[src/rtl/shifter_pkg.sv]
// Shared types for the shifter arbiter: ARM shift-type encoding and sequencer states.
package shifter_pkg;

  localparam int DATA_W = 32;
  localparam int AMT_W  = 5;

  typedef enum logic [1:0] {
    SH_LSL = 2'b00,
    SH_LSR = 2'b01,
    SH_ASR = 2'b10,
    SH_ROR = 2'b11
  } shift_type_e;

  typedef enum logic [1:0] {
    IDLE = 2'b00,
    BUSY = 2'b01,
    DONE = 2'b10
  } state_e;

endpackage

[src/rtl/shifter_arbiter_if.sv]
// Request/response bundle between two shift requesters and the shared barrel-shift unit.
interface shifter_arbiter_if;

  logic [1:0]  req_valid;
  logic [1:0]  req_ready;
  logic [3:0]  req_type;
  logic [9:0]  req_amt;
  logic [63:0] req_data;
  logic [1:0]  req_cin;
  logic        rsp_valid;
  logic        rsp_id;
  logic [31:0] rsp_data;
  logic        rsp_carry;
  logic        rsp_ready;
  logic        busy;

  modport slave (
    input  req_valid, req_type, req_amt, req_data, req_cin, rsp_ready,
    output req_ready, rsp_valid, rsp_id, rsp_data, rsp_carry, busy
  );

  modport master (
    output req_valid, req_type, req_amt, req_data, req_cin, rsp_ready,
    input  req_ready, rsp_valid, rsp_id, rsp_data, rsp_carry, busy
  );

endinterface

[src/rtl/shift_core.sv]
// Combinational ARM barrel shifter with shifter carry-out.
// Build option SHIFTER_ARB_RRX_EN: ROR #0 acts as RRX instead of passing the operand through.
module shift_core
  import shifter_pkg::*;
(
  input  shift_type_e        i_type,
  input  logic [AMT_W-1:0]   i_amt,
  input  logic [DATA_W-1:0]  i_data,
  input  logic               i_cin,
  output logic [DATA_W-1:0]  o_result,
  output logic               o_carry
);

  logic [AMT_W-1:0] w_amt_m1;
  logic [AMT_W-1:0] w_amt_neg;
  logic             w_amt_nz;

  // For n in 1..31, 32-n fits in 5 bits and is the LSL carry index / ROR left-shift amount.
  assign w_amt_m1  = i_amt - 5'd1;
  assign w_amt_neg = 5'd0 - i_amt;
  assign w_amt_nz  = (i_amt != '0);

  always_comb begin
    // NOTE: every output gets a default first so no path through the case infers a latch.
    o_result = i_data;
    o_carry  = i_cin;
    case (i_type)
      SH_LSL: begin
        if (w_amt_nz) begin
          o_result = i_data << i_amt;
          o_carry  = i_data[w_amt_neg];
        end
      end
      SH_LSR: begin
        if (w_amt_nz) begin
          o_result = i_data >> i_amt;
          o_carry  = i_data[w_amt_m1];
        end else begin
          o_result = '0;
          o_carry  = i_data[DATA_W-1];
        end
      end
      SH_ASR: begin
        if (w_amt_nz) begin
          o_result = $signed(i_data) >>> i_amt;
          o_carry  = i_data[w_amt_m1];
        end else begin
          o_result = {DATA_W{i_data[DATA_W-1]}};
          o_carry  = i_data[DATA_W-1];
        end
      end
      SH_ROR: begin
        if (w_amt_nz) begin
          o_result = (i_data >> i_amt) | (i_data << w_amt_neg);
          o_carry  = o_result[DATA_W-1];
        end else begin
`ifdef SHIFTER_ARB_RRX_EN
          o_result = {i_cin, i_data[DATA_W-1:1]};
          o_carry  = i_data[0];
`else
          o_result = i_data;
          o_carry  = i_cin;
`endif
        end
      end
      default: ;
    endcase
  end

endmodule

[src/rtl/shifter_arbiter.sv]
// Arbitrates two requesters onto one shift_core through an IDLE -> BUSY -> DONE sequence.
// ROR #0 behaviour follows the SHIFTER_ARB_RRX_EN build option inside shift_core.
module shifter_arbiter
  import shifter_pkg::*;
#(
  parameter bit PRIO_FIXED = 1'b0
) (
  input logic              clk,
  input logic              reset,
  shifter_arbiter_if.slave bus
);

  state_e            r_state;
  state_e            w_next;
  logic              r_last_grant;
  logic              w_grant;
  logic              w_xfer;
  logic [1:0]        w_ready;

  shift_type_e       r_type;
  logic [AMT_W-1:0]  r_amt;
  logic [DATA_W-1:0] r_data;
  logic              r_cin;
  logic              r_id;

  logic              r_rsp_id;
  logic [DATA_W-1:0] r_rsp_data;
  logic              r_rsp_carry;

  logic [DATA_W-1:0] w_sh_result;
  logic              w_sh_carry;

  // On a tie round-robin favours the requester not granted last.
  always_comb begin
    if (&bus.req_valid) w_grant = PRIO_FIXED ? 1'b0 : ~r_last_grant;
    else                w_grant = bus.req_valid[1];
  end

  always_comb begin
    w_next  = r_state;
    w_ready = '0;
    w_xfer  = 1'b0;
    case (r_state)
      IDLE: begin
        if (reset && (|bus.req_valid)) begin
          w_ready[w_grant] = 1'b1;
          w_xfer           = 1'b1;
          w_next           = BUSY;
        end
      end
      BUSY:    w_next = DONE;
      DONE:    if (bus.rsp_ready) w_next = IDLE;
      default: w_next = IDLE;
    endcase
  end

  always_ff @(posedge clk or negedge reset) begin
    // NOTE: sequential state uses non-blocking assignments so all flops sample pre-edge values.
    if (!reset) r_state <= IDLE;
    else        r_state <= w_next;
  end

  always_ff @(posedge clk or negedge reset) begin
    if (!reset) begin
      r_last_grant <= 1'b1;
      r_type       <= SH_LSL;
      r_amt        <= '0;
      r_data       <= '0;
      r_cin        <= 1'b0;
      r_id         <= 1'b0;
    end else if (w_xfer) begin
      r_last_grant <= w_grant;
      r_id         <= w_grant;
      r_type       <= shift_type_e'(w_grant ? bus.req_type[3:2] : bus.req_type[1:0]);
      r_amt        <= w_grant ? bus.req_amt[9:5]    : bus.req_amt[4:0];
      r_data       <= w_grant ? bus.req_data[63:32] : bus.req_data[31:0];
      r_cin        <= w_grant ? bus.req_cin[1]      : bus.req_cin[0];
    end
  end

  shift_core u_shift_core (
    .i_type   (r_type),
    .i_amt    (r_amt),
    .i_data   (r_data),
    .i_cin    (r_cin),
    .o_result (w_sh_result),
    .o_carry  (w_sh_carry)
  );

  // Response registers load only in BUSY, so they hold steady through DONE backpressure.
  always_ff @(posedge clk or negedge reset) begin
    if (!reset) begin
      r_rsp_id    <= 1'b0;
      r_rsp_data  <= '0;
      r_rsp_carry <= 1'b0;
    end else if (r_state == BUSY) begin
      r_rsp_id    <= r_id;
      r_rsp_data  <= w_sh_result;
      r_rsp_carry <= w_sh_carry;
    end
  end

  assign bus.req_ready = w_ready;
  assign bus.rsp_valid = (r_state == DONE);
  assign bus.rsp_id    = r_rsp_id;
  assign bus.rsp_data  = r_rsp_data;
  assign bus.rsp_carry = r_rsp_carry;
  assign bus.busy      = (r_state != IDLE);

endmodule

[src/flat_wrapper.sv]
// flat-port wrapper written by rule: the top's interface ports become plain ports
module shifter_arbiter_flat import shifter_pkg::*;
#(
  parameter bit PRIO_FIXED = 1'b0
)
  (clk, reset, bus_req_valid, bus_req_type, bus_req_amt, bus_req_data, bus_req_cin, bus_rsp_ready, bus_req_ready, bus_rsp_valid, bus_rsp_id, bus_rsp_data, bus_rsp_carry, bus_busy);
  shifter_arbiter_if bus_i ();
  input logic clk;
  input logic reset;
  input wire logic [$bits(bus_i.req_valid)-1:0] bus_req_valid;
  input wire logic [$bits(bus_i.req_type)-1:0] bus_req_type;
  input wire logic [$bits(bus_i.req_amt)-1:0] bus_req_amt;
  input wire logic [$bits(bus_i.req_data)-1:0] bus_req_data;
  input wire logic [$bits(bus_i.req_cin)-1:0] bus_req_cin;
  input wire logic [$bits(bus_i.rsp_ready)-1:0] bus_rsp_ready;
  output wire logic [$bits(bus_i.req_ready)-1:0] bus_req_ready;
  output wire logic [$bits(bus_i.rsp_valid)-1:0] bus_rsp_valid;
  output wire logic [$bits(bus_i.rsp_id)-1:0] bus_rsp_id;
  output wire logic [$bits(bus_i.rsp_data)-1:0] bus_rsp_data;
  output wire logic [$bits(bus_i.rsp_carry)-1:0] bus_rsp_carry;
  output wire logic [$bits(bus_i.busy)-1:0] bus_busy;
  assign bus_i.req_valid = bus_req_valid;
  assign bus_i.req_type = bus_req_type;
  assign bus_i.req_amt = bus_req_amt;
  assign bus_i.req_data = bus_req_data;
  assign bus_i.req_cin = bus_req_cin;
  assign bus_i.rsp_ready = bus_rsp_ready;
  assign bus_req_ready = bus_i.req_ready;
  assign bus_rsp_valid = bus_i.rsp_valid;
  assign bus_rsp_id = bus_i.rsp_id;
  assign bus_rsp_data = bus_i.rsp_data;
  assign bus_rsp_carry = bus_i.rsp_carry;
  assign bus_busy = bus_i.busy;
  shifter_arbiter #(.PRIO_FIXED(PRIO_FIXED)) u_core (.clk(clk), .reset(reset), .bus(bus_i));
endmodule
[config.mk]
export PLATFORM = sky130hd
export DESIGN_NAME = shifter_arbiter_flat
export DESIGN_NICKNAME = d
export VERILOG_FILES = /design/src/rtl/shifter_pkg.sv /design/src/rtl/shifter_arbiter_if.sv /design/src/rtl/shift_core.sv /design/src/rtl/shifter_arbiter.sv /design/src/flat_wrapper.sv
export SDC_FILE = /design/constraint.sdc
export NUM_CORES = 1
export LEC_CHECK = 0
export CELL_PAD_IN_SITES_DETAIL_PLACEMENT = 2
export CELL_PAD_IN_SITES_GLOBAL_PLACEMENT = 2
export CORE_MARGIN = 4
export CORE_UTILIZATION = 44
export CTS_CLUSTER_DIAMETER = 100
export DETAILED_ROUTE_END_ITERATION = 16
export DONT_BUFFER_PORTS = 1
export PLACE_DENSITY = 0.85
export SLEW_MARGIN = 40
export SYNTH_ARGS = -nofsm -noshare
export SYNTH_HDL_FRONTEND = slang
export SYNTH_SLANG_ARGS = --single-unit
[constraint.sdc]
create_clock -name clk -period 9.1 [get_ports clk]
set_input_delay 1.365 -clock clk [delete_from_list [all_inputs] [get_ports clk]]
set_output_delay 1.365 -clock clk [all_outputs]
set_load 0.02 [all_outputs]
==> parameters.txt <==
Parameter                              Value

Logic synthesis
  Syn avg cell area ... 8.74 um^2
  Number of enable-type register cells in the synthesized netlist ... 0
  Top FF cell, synth ... dfrtp_1
  Part of the Yosys area used for sequential elements ... 18.2%
  Fraction of synthesized cell area taken by the top area cell type ... 20.6%
  Proportion of synthesized flip-flops having asynchronous set or reset ... 100%
  Leading cell types by total area after synthesis ... mux4_2 (21%), dfrtp_1 (18%), mux2i_1 (9.9%), mux2_2 (7.2%), nand2_1 (5.5%)
  Nets in the synthesized netlist ... 1318
  Count of warnings emitted by yosys ... 0
  Gate count after technology mapping ... 1227
  Area of the mapped netlist ... 10700 um^2
  Distinct cell type count of the synthesized netlist ... 73
  Number of register bits inferred by synthesis ... 78
  Yosys top cell by area ... mux4_2

Placement
  Routability congestion estimate from global placement ... 1.05
  Number of placed instances, taps included ... 1428
  IO buf count ... 0
  Dpl hpwl ... 41.5 mm

Drt
  Routed wire length ... 59.4 mm
  Mean routed wirelength per cell ... 40.9 um
  Overall via count from detail_route ... 11695
  Post-DR vias/cell ... 8.07
  Remaining DRCs ... 0
  Pre-antenna DRT Iters ... 6
  Final antenna-violating net count ... 0
  Initial drt markers ... 2053

Clocking
  Clock latency of the later-clocked register in the worst-skew pair ... 0.37 ns
  Number of CTS-inserted buffers ... 9
  TritonCTS clock tree ... built
  Clk buf depth ... 2
  H-tree depth ... 3
  Clock tree sinks ... 78
  Post-cts sizing count ... 0
  Clock Root Buffer ... clkbuf_16
  Post-CTS setup repair buffer count ... 0
  CTS clock-pin slew for the worst setup and hold paths ... 0.09 ns
  Number of buffers inserted for hold repair after clock tree synthesis ... 0

Critical path
  Number of cells traversed by the worst register-to-register path ... 10
  Worst flop-to-flop path startpoint ... u_core.r_amt[0]
  Slowest library cell on the worst path ... dfrtp_4
  Type of the setup path with the least slack ... flop to flop
  Critical register-to-register path endpoint ... u_core.bus.rsp_carry
  Most prevalent standard cell on the critical path ... clkinv_1
  Kind of end point of the critical path ... flop
  Crit-path max FO ... 29
  Startpoint Class ... flop
  Register-to-register path setup slack ... 4.42 ns
  Required time of the critical path ... 9.34 ns
  Stage delay of the slowest cell on the critical path ... 0.74 ns
  Arrival @ worst endpoint ... 4.93 ns
  CP Cell Sequence ... clkinv_1 -> ha_1 -> and2_1 -> ha_2 -> clkinv_1 -> mux4_2 -> a2bb2oi_1 -> and4_1 -> o311ai_0 -> o2111ai_1

Die
  Count of standard-cell rows ... 56
  Width of the die ... 164 um
  Number of top-level pins ... 123
  Die height ... 164 um
  Core ar. ... 23800 um^2
  Total Die Area ... 26900 um^2
  Initial cell density of the core ... 45.1%

Cells and area
  Number of inserted filler cells in the final layout ... 2633
  P&R area growth vs syn ... 3.61%
  Final Net Count ... 1212
  Share of final-layout standard cells stronger than drive strength 1 ... 21.9%
  Area of the multi-input gates ... 8100 um^2
  Top library cells by usage in the layout, fill and taps aside ... nand2_1 (156), o21ai_0 (107), mux2i_1 (106), mux4_2 (98), nor2_1 (75)
  Non-filler cells, final ... 1450
  Most common library cell in the layout ignoring fill and taps ... nand2_1
  Area occupied by registers ... 1960 um^2

STA
  Shortest period the worst path allows ... 4.68 ns
  Total count of max-transition violations in the final report ... 0
  Max-Slew Margin vs Limit ... 37.0%
  Setup repair after global routing missed its margin ... no
  Fraction of the cycle the final worst path needs ... 51.5%
  Least-Margin Pin Slew ... 0.945 ns
  Clock skew ... 0.0130 ns
  Max Clk Rate ... 0.213 GHz
  Final setup violation count ... 0
  Post-route setup TNS ... 0 ns
  Final hold vios ... 0

Global routing
  Initial antenna violation count ... 1
  Routing layer with the top usage in global route ... met2
  Maximum number of pins on one net before global-route repair ... 84
  Tot GR Track Use ... 43.8%
  Wire length of the first global-routing pass ... 86.4 mm
  GRT Residual Overflow ... 0
  GR met2 Demand/Resource ... 65.1%
  Via count of the first global-routing pass ... 11879
  M3 GR Usage ... 14.0%
  Global-route met1 utilization ... 57.2%

Min path
  Hold Crit Start ... u_core.r_last_grant
  Worst min-delay path endpoint ... u_core.r_last_grant
  Count of cells along the worst hold path ... 1
  Class of the tightest hold or removal check ... flop to flop

Run status
  Outcome ... finished clean

Run
  Max-cap check violation count ... 0
==> sequential cells by signal, summed over array words and instances, names as in the netlist <==
register and count:
u_core.bus.rsp_id 1, u_core.r_amt 5, u_core.r_cin 1, u_core.r_last_grant 1
u_core.r_data 32, u_core.r_state 2, u_core.r_id 1, u_core.bus.rsp_carry 1
u_core.bus.rsp_data 32, u_core.r_type 2
==> area by class of cell <==
cell class / count / share of cell area (%)
antenna: 5 / 0.113
sequential: 78 / 17.6
inverter: 14 / 0.473
clock inverter: 7 / 0.687
clock buffer: 9 / 2.03
tap: 319 / 3.59
timing repair buffer: 36 / 2.58
multi-input combinational: 982 / 72.9
==> Yosys cell counts, types with 10 or more instances <==
master	instances
mux4_2	98
a31oi_1	25
o311ai_0	12
mux2i_1	106
o211ai_1	24
nand3_1	27
buf_2	15
buf_4	10
nor3_1	19
nor2_1	77
a211oi_1	11
o21ai_0	107
a221oi_1	15
dfrtp_1	77
nand2b_1	14
o221ai_1	13
and2_1	11
nand2_1	157
clkbuf_1	110
mux2_2	69
inv_1	10
a21oi_1	66
buf_1	11
==> stage by stage <==
step / cell area (um^2) / worst slack (ns) / util (%) / hold WS [ns]
floorplan: 10700 / 5.35 / - / 0.439
global placement: 10800 / 4.52 / 45.3 / 0.504
detailed placement: 10800 / 4.54 / 45.3 / 0.515
CTS: 11100 / 4.49 / 46.6 / 0.535
global route: 11100 / 4.14 / 46.7 / 0.566
finish: 11100 / 4.42 / 46.8 / 0.538
==> layer usage <==
metal	wire (um)	up-vias	part of all wire [%]
met5	14	-	0.024
li1	-	4514	-
met2	25100	1027	42
met1	22100	5843	37
met4	4320	2	7.3
met3	7870	309	13
==> critical path, delay by kind of cell (launching register included) <==
| family | cells | cell delay, ns |
|---|---|---|
| compound gates | 3 | 0.61 |
| fa+ha+maj | 2 | 1.15 |
| buf+inv | 2 | 1.08 |
| simple gates | 2 | 0.45 |
| mux | 1 | 0.50 |
| flops | 1 | 0.74 |
==> worst max-delay path by stage <==
stage                     startpoint  cells after the start                 endpoint
floorplan           bus_req_valid[1]                      4         bus_req_ready[0]
global placement     u_core.r_amt[0]                     12  u_core.bus.rsp_data[22]
detailed placement   u_core.r_amt[0]                     10     u_core.bus.rsp_carry
CTS                  u_core.r_amt[0]                     10     u_core.bus.rsp_carry
global route         u_core.r_amt[0]                     10     u_core.bus.rsp_carry
finish               u_core.r_amt[0]                     10     u_core.bus.rsp_carry
==> kinds of logic after synthesis <==
logic type | synth area share [%]
buffers and inverters | 6.86
AOI/OAI and AO/OA | 22.7
and+or+nand+nor | 13.5
DFF | 18.2
muxes | 37.7
adders and majority gates | 0.700
xor gates and xnor gates | 0.245
Power is not shown: default switching activity piles up to over one toggle a cycle in this logic, so the estimate is an artifact.
